==> config.mk <==
export PLATFORM = sky130hd
export DESIGN_NAME = pc_unit
export DESIGN_NICKNAME = d
export VERILOG_FILES = /design/src/rtl/pc_unit_pkg.sv /design/src/rtl/pc_ras.sv /design/src/rtl/pc_unit.sv
export SDC_FILE = /design/constraint.sdc
export NUM_CORES = 1
export LEC_CHECK = 0
export BUFFER_PORTS_ARGS = -buffer_cell sky130_fd_sc_hd__buf_4
export CAP_MARGIN = 40
export CORE_ASPECT_RATIO = 0.5
export CORE_MARGIN = 2
export CORE_UTILIZATION = 35
export DETAILED_ROUTE_END_ITERATION = 10
export SLEW_MARGIN = 40
export SYNTH_ARGS = -nofsm -noshare
export SYNTH_HDL_FRONTEND = slang
export SYNTH_HIERARCHICAL = 1
export SYNTH_SLANG_ARGS = --single-unit
export TNS_END_PERCENT = 1
==> constraint.sdc <==
create_clock -name clk -period 2.9 [get_ports clk]
set_input_delay 0.58 -clock clk [delete_from_list [all_inputs] [get_ports clk]]
set_output_delay 0.58 -clock clk [all_outputs]
set_load 0.005 [all_outputs]
==> src/rtl/pc_unit_pkg.sv <==
// Shared definitions for the program-counter unit: next-PC select encoding,
// instruction step sizes and a helper that picks the step for an alignment.
package pc_unit_pkg;

  // Encoding of the next_sel input
  typedef enum logic [1:0] {
    PC_NEXT_SEQ = 2'b00,  // pc + step
    PC_NEXT_REL = 2'b01,  // pc + imm
    PC_NEXT_RAS = 2'b10,  // return-address-stack top
    PC_NEXT_REG = 2'b11   // rs1 + imm, bit 0 cleared
  } pc_next_e;

  // Sequential step in bytes for each instruction alignment
  localparam int PC_STEP_IALIGN32 = 4;
  localparam int PC_STEP_IALIGN16 = 2;

  // Step size for a given instruction alignment in bits
  function automatic int pc_step_for(input int ialign);
    return (ialign == 16) ? PC_STEP_IALIGN16 : PC_STEP_IALIGN32;
  endfunction

endpackage

==> src/rtl/pc_ras.sv <==
// Return-address stack: circular buffer addressed by a top pointer with a
// saturating entry count. When full, a push wraps onto the oldest entry.
// A push together with a pop on a non-empty stack replaces the top entry.
import pc_unit_pkg::*;

module pc_ras #(
  parameter int XLEN  = 32,
  parameter int DEPTH = 4
) (
  input  logic            clk,
  input  logic            rst_n,
  input  logic            push,
  input  logic            pop,
  input  logic [XLEN-1:0] push_data,
  output logic [XLEN-1:0] top_data,
  output logic            empty
);

  localparam int PTR_W = (DEPTH > 1) ? $clog2(DEPTH) : 1;
  localparam int CNT_W = $clog2(DEPTH + 1);

  logic [XLEN-1:0]  entries [DEPTH];
  logic [PTR_W-1:0] top;
  logic [CNT_W-1:0] count;
  logic             pop_ok;
  logic [PTR_W-1:0] wr_idx;

  assign empty    = (count == '0);
  assign pop_ok   = pop & ~empty;
  assign top_data = entries[top];

  // A replacing push writes the current top; a plain push writes the next slot
  always_comb begin
    wr_idx = top + 1'b1;
    if (pop_ok) wr_idx = top;
  end

  // Top pointer and entry count; pop on an empty stack is ignored
  always_ff @(posedge clk or negedge rst_n) begin
    if (!rst_n) begin
      top   <= '0;
      count <= '0;
    end else if (push && pop_ok) begin
      top   <= top;
      count <= count;
    end else if (push) begin
      top <= top + 1'b1;
      if (count != CNT_W'(DEPTH)) count <= count + 1'b1;
    end else if (pop_ok) begin
      top   <= top - 1'b1;
      count <= count - 1'b1;
    end
  end

  // Entry storage carries no reset; the count alone defines validity
  always_ff @(posedge clk) begin
    if (push) entries[wr_idx] <= push_data;
  end

endmodule

==> src/rtl/pc_unit.sv <==
// Program-counter unit: selects the next PC, rejects misaligned targets with
// a one-cycle error pulse, handles flush redirects and (optionally) a
// return-address stack. Define PC_UNIT_RAS_EN to build the RAS in; without
// it ras_push/ras_pop are ignored, ras_empty is 1 and next_sel=10 acts as 00.
import pc_unit_pkg::*;

module pc_unit #(
  parameter int              XLEN      = 32,
  parameter logic [XLEN-1:0] RESET_VEC = '0,
  parameter int              RAS_DEPTH = 4,
  parameter int              IALIGN    = 32
) (
  input  logic            clk,
  input  logic            rst_n,
  input  logic            en,
  input  logic [1:0]      next_sel,
  input  logic [XLEN-1:0] imm,
  input  logic [XLEN-1:0] rs1,
  input  logic            flush,
  input  logic [XLEN-1:0] flush_pc,
  input  logic            ras_push,
  input  logic            ras_pop,
  output logic [XLEN-1:0] pc_out,
  output logic            misalign_err,
  output logic            ras_empty
);

  localparam logic [XLEN-1:0] STEP = XLEN'(pc_step_for(IALIGN));

  logic [XLEN-1:0] pc_q;
  logic            err_q;
  logic [XLEN-1:0] seq_pc;
  logic [XLEN-1:0] rel_pc;
  logic [XLEN-1:0] reg_pc;
  logic [XLEN-1:0] ras_top;
  logic [XLEN-1:0] target;
  logic            misaligned;

  assign pc_out       = pc_q;
  assign misalign_err = err_q;

  assign seq_pc = pc_q + STEP;
  assign rel_pc = pc_q + imm;
  assign reg_pc = (rs1 + imm) & ~XLEN'(1);

`ifdef PC_UNIT_RAS_EN
  logic ras_act_push;
  logic ras_act_pop;

  assign ras_act_push = ras_push & en & ~flush;
  assign ras_act_pop  = ras_pop  & en & ~flush;

  pc_ras #(
    .XLEN  (XLEN),
    .DEPTH (RAS_DEPTH)
  ) u_ras (
    .clk       (clk),
    .rst_n     (rst_n),
    .push      (ras_act_push),
    .pop       (ras_act_pop),
    .push_data (seq_pc),
    .top_data  (ras_top),
    .empty     (ras_empty)
  );
`else
  localparam int ras_depth_unused = RAS_DEPTH;
  logic ras_req_unused;

  assign ras_req_unused = ras_push ^ ras_pop;
  assign ras_top        = seq_pc;
  assign ras_empty      = 1'b1;
`endif

  // Next-PC target selection; an empty RAS falls back to the sequential PC
  always_comb begin
    target = seq_pc;
    unique case (pc_next_e'(next_sel))
      PC_NEXT_SEQ: target = seq_pc;
      PC_NEXT_REL: target = rel_pc;
      PC_NEXT_RAS: target = ras_empty ? seq_pc : ras_top;
      PC_NEXT_REG: target = reg_pc;
      default:     target = seq_pc;
    endcase
  end

  // Only 16-bit alignment tolerates bit 1 set in a target
  assign misaligned = (IALIGN == 32) && target[1];

  // PC register and error pulse: flush beats misalign reject beats normal update
  always_ff @(posedge clk or negedge rst_n) begin
    if (!rst_n) begin
      pc_q  <= RESET_VEC;
      err_q <= 1'b0;
    end else if (flush) begin
      pc_q  <= flush_pc;
      err_q <= 1'b0;
    end else if (en && misaligned) begin
      err_q <= 1'b1;
    end else if (en) begin
      pc_q  <= target;
      err_q <= 1'b0;
    end else begin
      err_q <= 1'b0;
    end
  end

endmodule
==> Word-level counts from Yosys, hierarchy flattened <==
Cells that the tools add are included.
{ "totals": {"regBits": 33, "out_inout_bits": 34, "word_cells": 20} }
{ "classes": {"n_addsub": 3, "eq_ne": 4, "n_mux": 6, "n_reduce_logical": 5} }
{ "ops": {"columns": ["operator", "count"], "rows": [
  ["$mux W32", 3],
  ["$pmux W32 S3", 1],
  ["$add A32 B32 Y32", 2],
  ["$add A32 B3 Y32 const B", 1],
  ["$eq A2 B2 Y1 const B", 2],
  ["$eq A2 B1 Y1 const B", 1],
  ["$logic_not A2 Y1", 1],
  ["$mux W1", 2],
  ["$ne A2 B2 Y1 const B", 1],
  ["$reduce_and A2 Y1", 1],
  ["$reduce_bool A2 Y1", 1],
  ["$reduce_or A2 Y1", 1],
  ["$logic_and A1 B1 Y1", 1]
]} }

==> Longest topological paths before layout <==
{ "depth": {"depth_word": 6, "mapped_depth": 11, "mapped_depth_nobuf": 11} }

==> Least setup slack after synthesis <==
Ideal clock, no wire load.
{ "synth_path": {"path_kind": "input-to-reg", "startpoint": "input port imm[0]", "endpoint": "register pc_q[22] (netlist: pc_out[22])", "arrival_ps": 2896, "slack_ps": -100, "path_stages": 11, "path_buffers": 0, "cell_sequence": "ha_1 fa_1 a211oi_1 o21ai_0 a211oi_1 o21ai_2 a21oi_1 o21ai_0 xor2_1 o22ai_1 a221oi_1"} }
{ "synth_between": {"elab_chain_len": 5, "word_cells_on_any_way": 9, "classes_between": "2 x add/sub; 1 x eq/ne; 4 x mux; 2 x reduce/logical"} }
{ "synth_lines": {"columns": ["element", "line", "source"], "rows": [
  ["from (decl)", "pc_unit.sv:17", "input logic [XLEN-1:0] imm,"],
  ["$add A32 B32 Y32, on equally long branches", "pc_unit.sv:44, pc_unit.sv:43", null],
  ["$pmux W32 S3 (*)", "pc_unit.sv:77", "unique case (pc_next_e'(next_sel))"],
  ["$mux W32 or $logic_and A1 B1 Y1 (tied branches)", "pc_unit.sv:99, pc_unit.sv:97", null],
  ["$mux W32 or $ne A2 B2 Y1 (tied branches)", null, null],
  ["$mux W32 or $reduce_and A2 Y1 (tied branches)", null, null],
  ["to (signal assigned)", "pc_unit.sv:95", "pc_q <= flush_pc;"],
  ["to (signal assigned)", "pc_unit.sv:100", "pc_q <= target;"],
  ["to (decl)", "pc_unit.sv:30", "logic [XLEN-1:0] pc_q;"]
]} }
Every way passes the cells marked *; elsewhere a longest branch is shown, timed or not. The select of a mux whose other input is x is not followed.
A chain may end at the register's enable or synchronous reset.

==> Worst setup path after layout <==
{ "layout_path": {"startpoint": "input port imm[1]", "endpoint": "register pc_q[31] (netlist: pc_out[31])"} }
Same word-level chain as after synthesis.

==> flow_summary.yaml <==
clock_tree:
  cts_buffers: 5
  cts.sinks: 33
  htreeDepth: 2
  clk_pin_slew_ns: 0.06
  cts_tree: "done"
  cts-root-buf: "clkbuf_16"
  hold_buffers: 0
  clockBufferDepth: 2
  clock_latency_ns: 0.29
setup_path:
  cp_common_cell: "buf_4"
  cpPeakStageDelay_ns: 0.34
  crit_slowest_cell: "o31a_2"
  path_max_fanout: 3
  worst_setup_path_end_kind: "register"
  critPathBufInv: 2
  arrival_ns: 2.99
  crit_family: "compound AO/OA/AOI/OAI gates"
  critPathRequiredTime_ns: 3.07
  crit_chain: "buf_4 -> buf_4 -> ha_4 -> a211oi_2 -> o21bai_1 -> a21oi_2 -> o311ai_4 -> a311oi_4 -> o31a_2 -> nor3_4 -> mux2_4 -> o31a_1"
  path_class: "input pin to register"
  start_kind: "input pin"
power:
  sw_frac_of_total_pct: 43.32
  pwr-share-comb_pct: 66.0
  fin_total_pwr_uw: 3938
  internal-power_uw: 2232
  p_sw_uw: 1706
  seq_power_share_pct: 16.9
  power_density_nw_per_um2: 465.7
  ir_drop_uv: 253.2
  power.clock.fraction_pct: 17.1
  p_leak_uw: 0.003852
floorplanning:
  die_area_sq_um: 17890
  row_count: 33
  die_h_um: 95.58
  initial_utilization_pct: 35.81
  core_sq_um: 16390
  die_w_um: 187.2
  io_pins: 138
cells_and_area:
  area_growth_pct: 44.05
  final_nets: 1202
  antenna_cells: 0
  drive_above_1_share_pct: 33.14
  fillCellCount: 1624
grt:
  overflow: 0
  grt_pass1_wl_um: 35380
  grt_max_degree: 34
  grt_antenna_before_repair: 0
  grt_usage_pct: 24.89
  grt_pass1_vias: 6620
sta:
  skew_ns: 0.007100
  setup_slack_ns: 0.08371
  min_period_ns: 2.816
  min_period_over_period_pct: 97.11
  rsz0062_at_grt: "true"
  slew_headroom_pct: 52.27
  worst_slew_pin_slew_ns: 0.7160
  finalSetupViolCount: 0
  fmax_mhz: 355.1
  drv_slew: 0
  finalHoldViolCount: 0
  timing.hold.ws_ns: 0.2658
worst_hold_path:
  min_path_type: "input pin to async pin"
detailed_routing:
  drt-pass1-iter-count: 5
  antenna_left: 0
  drtIter0Drc: 611
  via_per_inst: 5.666
  routedWlPerCell_um: 18.21
  vias: 7151
  drc_errors: 0
  wirelength_um: 22980
synthesis:
  synth-edff-count: 0
  ys_warn_count: 6
  ys_seq_elements: 33
  synth_fp_nets: 956
  synth.most_common_cell: "a21oi_1"
  seq_area_frac_synth_pct: 14.07
  netlist_instances: 788
  synth_commonest_cells: "a21oi_1 (92), nand2_1 (67), nor2_1 (66)"
  netlist_area_sq_um: 5871
  synth-async-reset-ratio_pct: 100.0
  synth_top_area_cell: "dfrtp_1"
  synthTopCellsByArea: "dfrtp_1 (14%), ha_1 (13%), a21oi_1 (7.8%), xnor2_1 (5.2%), o21ai_0 (4.8%)"
  synth_flop_cell: "dfrtp_1"
  synth_area_per_cell_sq_um: 7.450
  yosys.cell_types.count: 77
  yosys.area.top_type_share_pct: 14.07
placed_design:
  io_buffers: 134
  place_congestion: 0.9337
  dp_slack_ns: -0.4569
  dp_hpwl_um: 18470
flow_run:
  maxCapViolations: 0
run_status:
  status: "complete, no violations"
[area by class of cell]
cell class | instances | area (sq um) | area share (%)
tap | 227 | 284.0 | 3.358
inverter | 19 | 71.32 | 0.8433
clock buffer | 6 | 138.9 | 1.642
multi-input combinational | 695 | 4974 | 58.81
clock inverter | 2 | 37.54 | 0.4439
timing repair buffer | 280 | 2126 | 25.14
sequential | 33 | 825.8 | 9.765
[cells in the final DEF, fill, tap and decap left out, types with 4 or more instances in the layout]
cell | Yosys | layout
xor2_1 | 30 | 30
mux2i_1 | 11 | 11
xnor2_1 | 35 | 35
inv_1 | 18 | 18
nor2_1 | 66 | 66
o21a_1 | 5 | 5
a21o_1 | 28 | 28
ha_4 | 0 | 4
a211oi_1 | 12 | 10
nand4_1 | 20 | 20
dfrtp_1 | 33 | 33
o31ai_1 | 5 | 4
nor2b_1 | 5 | 4
ha_1 | 62 | 57
nand3_1 | 28 | 28
o221ai_1 | 7 | 7
a21oi_1 | 92 | 86
nor3_1 | 8 | 8
buf_4 | 5 | 276
o21ai_2 | 2 | 5
a21oi_2 | 2 | 6
o21bai_1 | 12 | 12
a31oi_1 | 17 | 14
and3_1 | 11 | 11
or3_1 | 7 | 7
o22ai_1 | 16 | 15
o211ai_1 | 13 | 13
o21ai_0 | 56 | 50
nand2b_1 | 4 | 4
clkbuf_16 | 0 | 5
a22oi_1 | 4 | 4
nand2_1 | 67 | 67
[per-layer routing]
| metal | part of all wire (%) | vias up | track usage (%) |
|---|---|---|---|
| met5 | 0 | - | 0 |
| met4 | 1.1 | 0 | 4.365 |
| met3 | 7.4 | 21 | 3.128 |
| li1 | - | 3490 | - |
| met1 | 48 | 3371 | 36.62 |
| met2 | 44 | 269 | 39.19 |
[metrics by stage]
step | util [%] | setup TNS (ns) | std cells | cell area (sq um)
4_1_cts | 50.23 | -0.03212 | 1255 | 8233
2_1_floorplan | - | -0.05482 | 788 | 5874
3_3_place_gp | 48.83 | -4.953 | 1247 | 8004
3_5_place_dp | 48.83 | -5.506 | 1247 | 8004
5_1_grt | 51.59 | -0.1507 | 1262 | 8457
6_report | 51.59 | 0 | 1262 | 8457
[power groups by stage]
stage                     logic (uW)  clock network, uW  registers [uW]
after global routing            2840                696             674
final                           2600                673             665
after detailed placement        2420                  0             665
after floorplan                 1400                  0             667
after global placement          2400                  0             664
after CTS                       2460                684             660
[worst paths after layout]
check,cells after the start,startpoint,slack (ns),end
hold / removal,1,rst_n,0.27,pc_out[29]
setup reg to reg,11,pc_out[0],0.13,pc_out[22]
setup / recovery,12,imm[1],0.08,pc_out[31]
min in group clk,3,flush_pc[8],0.52,pc_out[8]
max in group asynchronous,1,rst_n,2.27,pc_out[3]
hold reg to reg,2,pc_out[14],0.60,pc_out[14]
[state kept, by name (all words and copies together), names as in the netlist]
signal	cells
pc_out	32
misalign_err	1
[logic make-up after synthesis]
group                      after synthesis  synth area share [%]
AOI/OAI and AO/OA                      315                 35.89
xor gates and xnor gates                65                 9.697
adders and majority gates               64                 13.90
buffers and inverters                   60                 4.902
DFF                                     33                 14.07
muxes                                   12                 2.131
other                                    1               0.06388
and+or+nand+nor                        238                 19.35
[timing repair]
action	CTS	global route
endpoints found under the setup margin	12	13
pin swaps	2	29
gates resized for setup	10	33
setup buffers	0	7
Note: power is estimated with default switching activity, not from simulation.
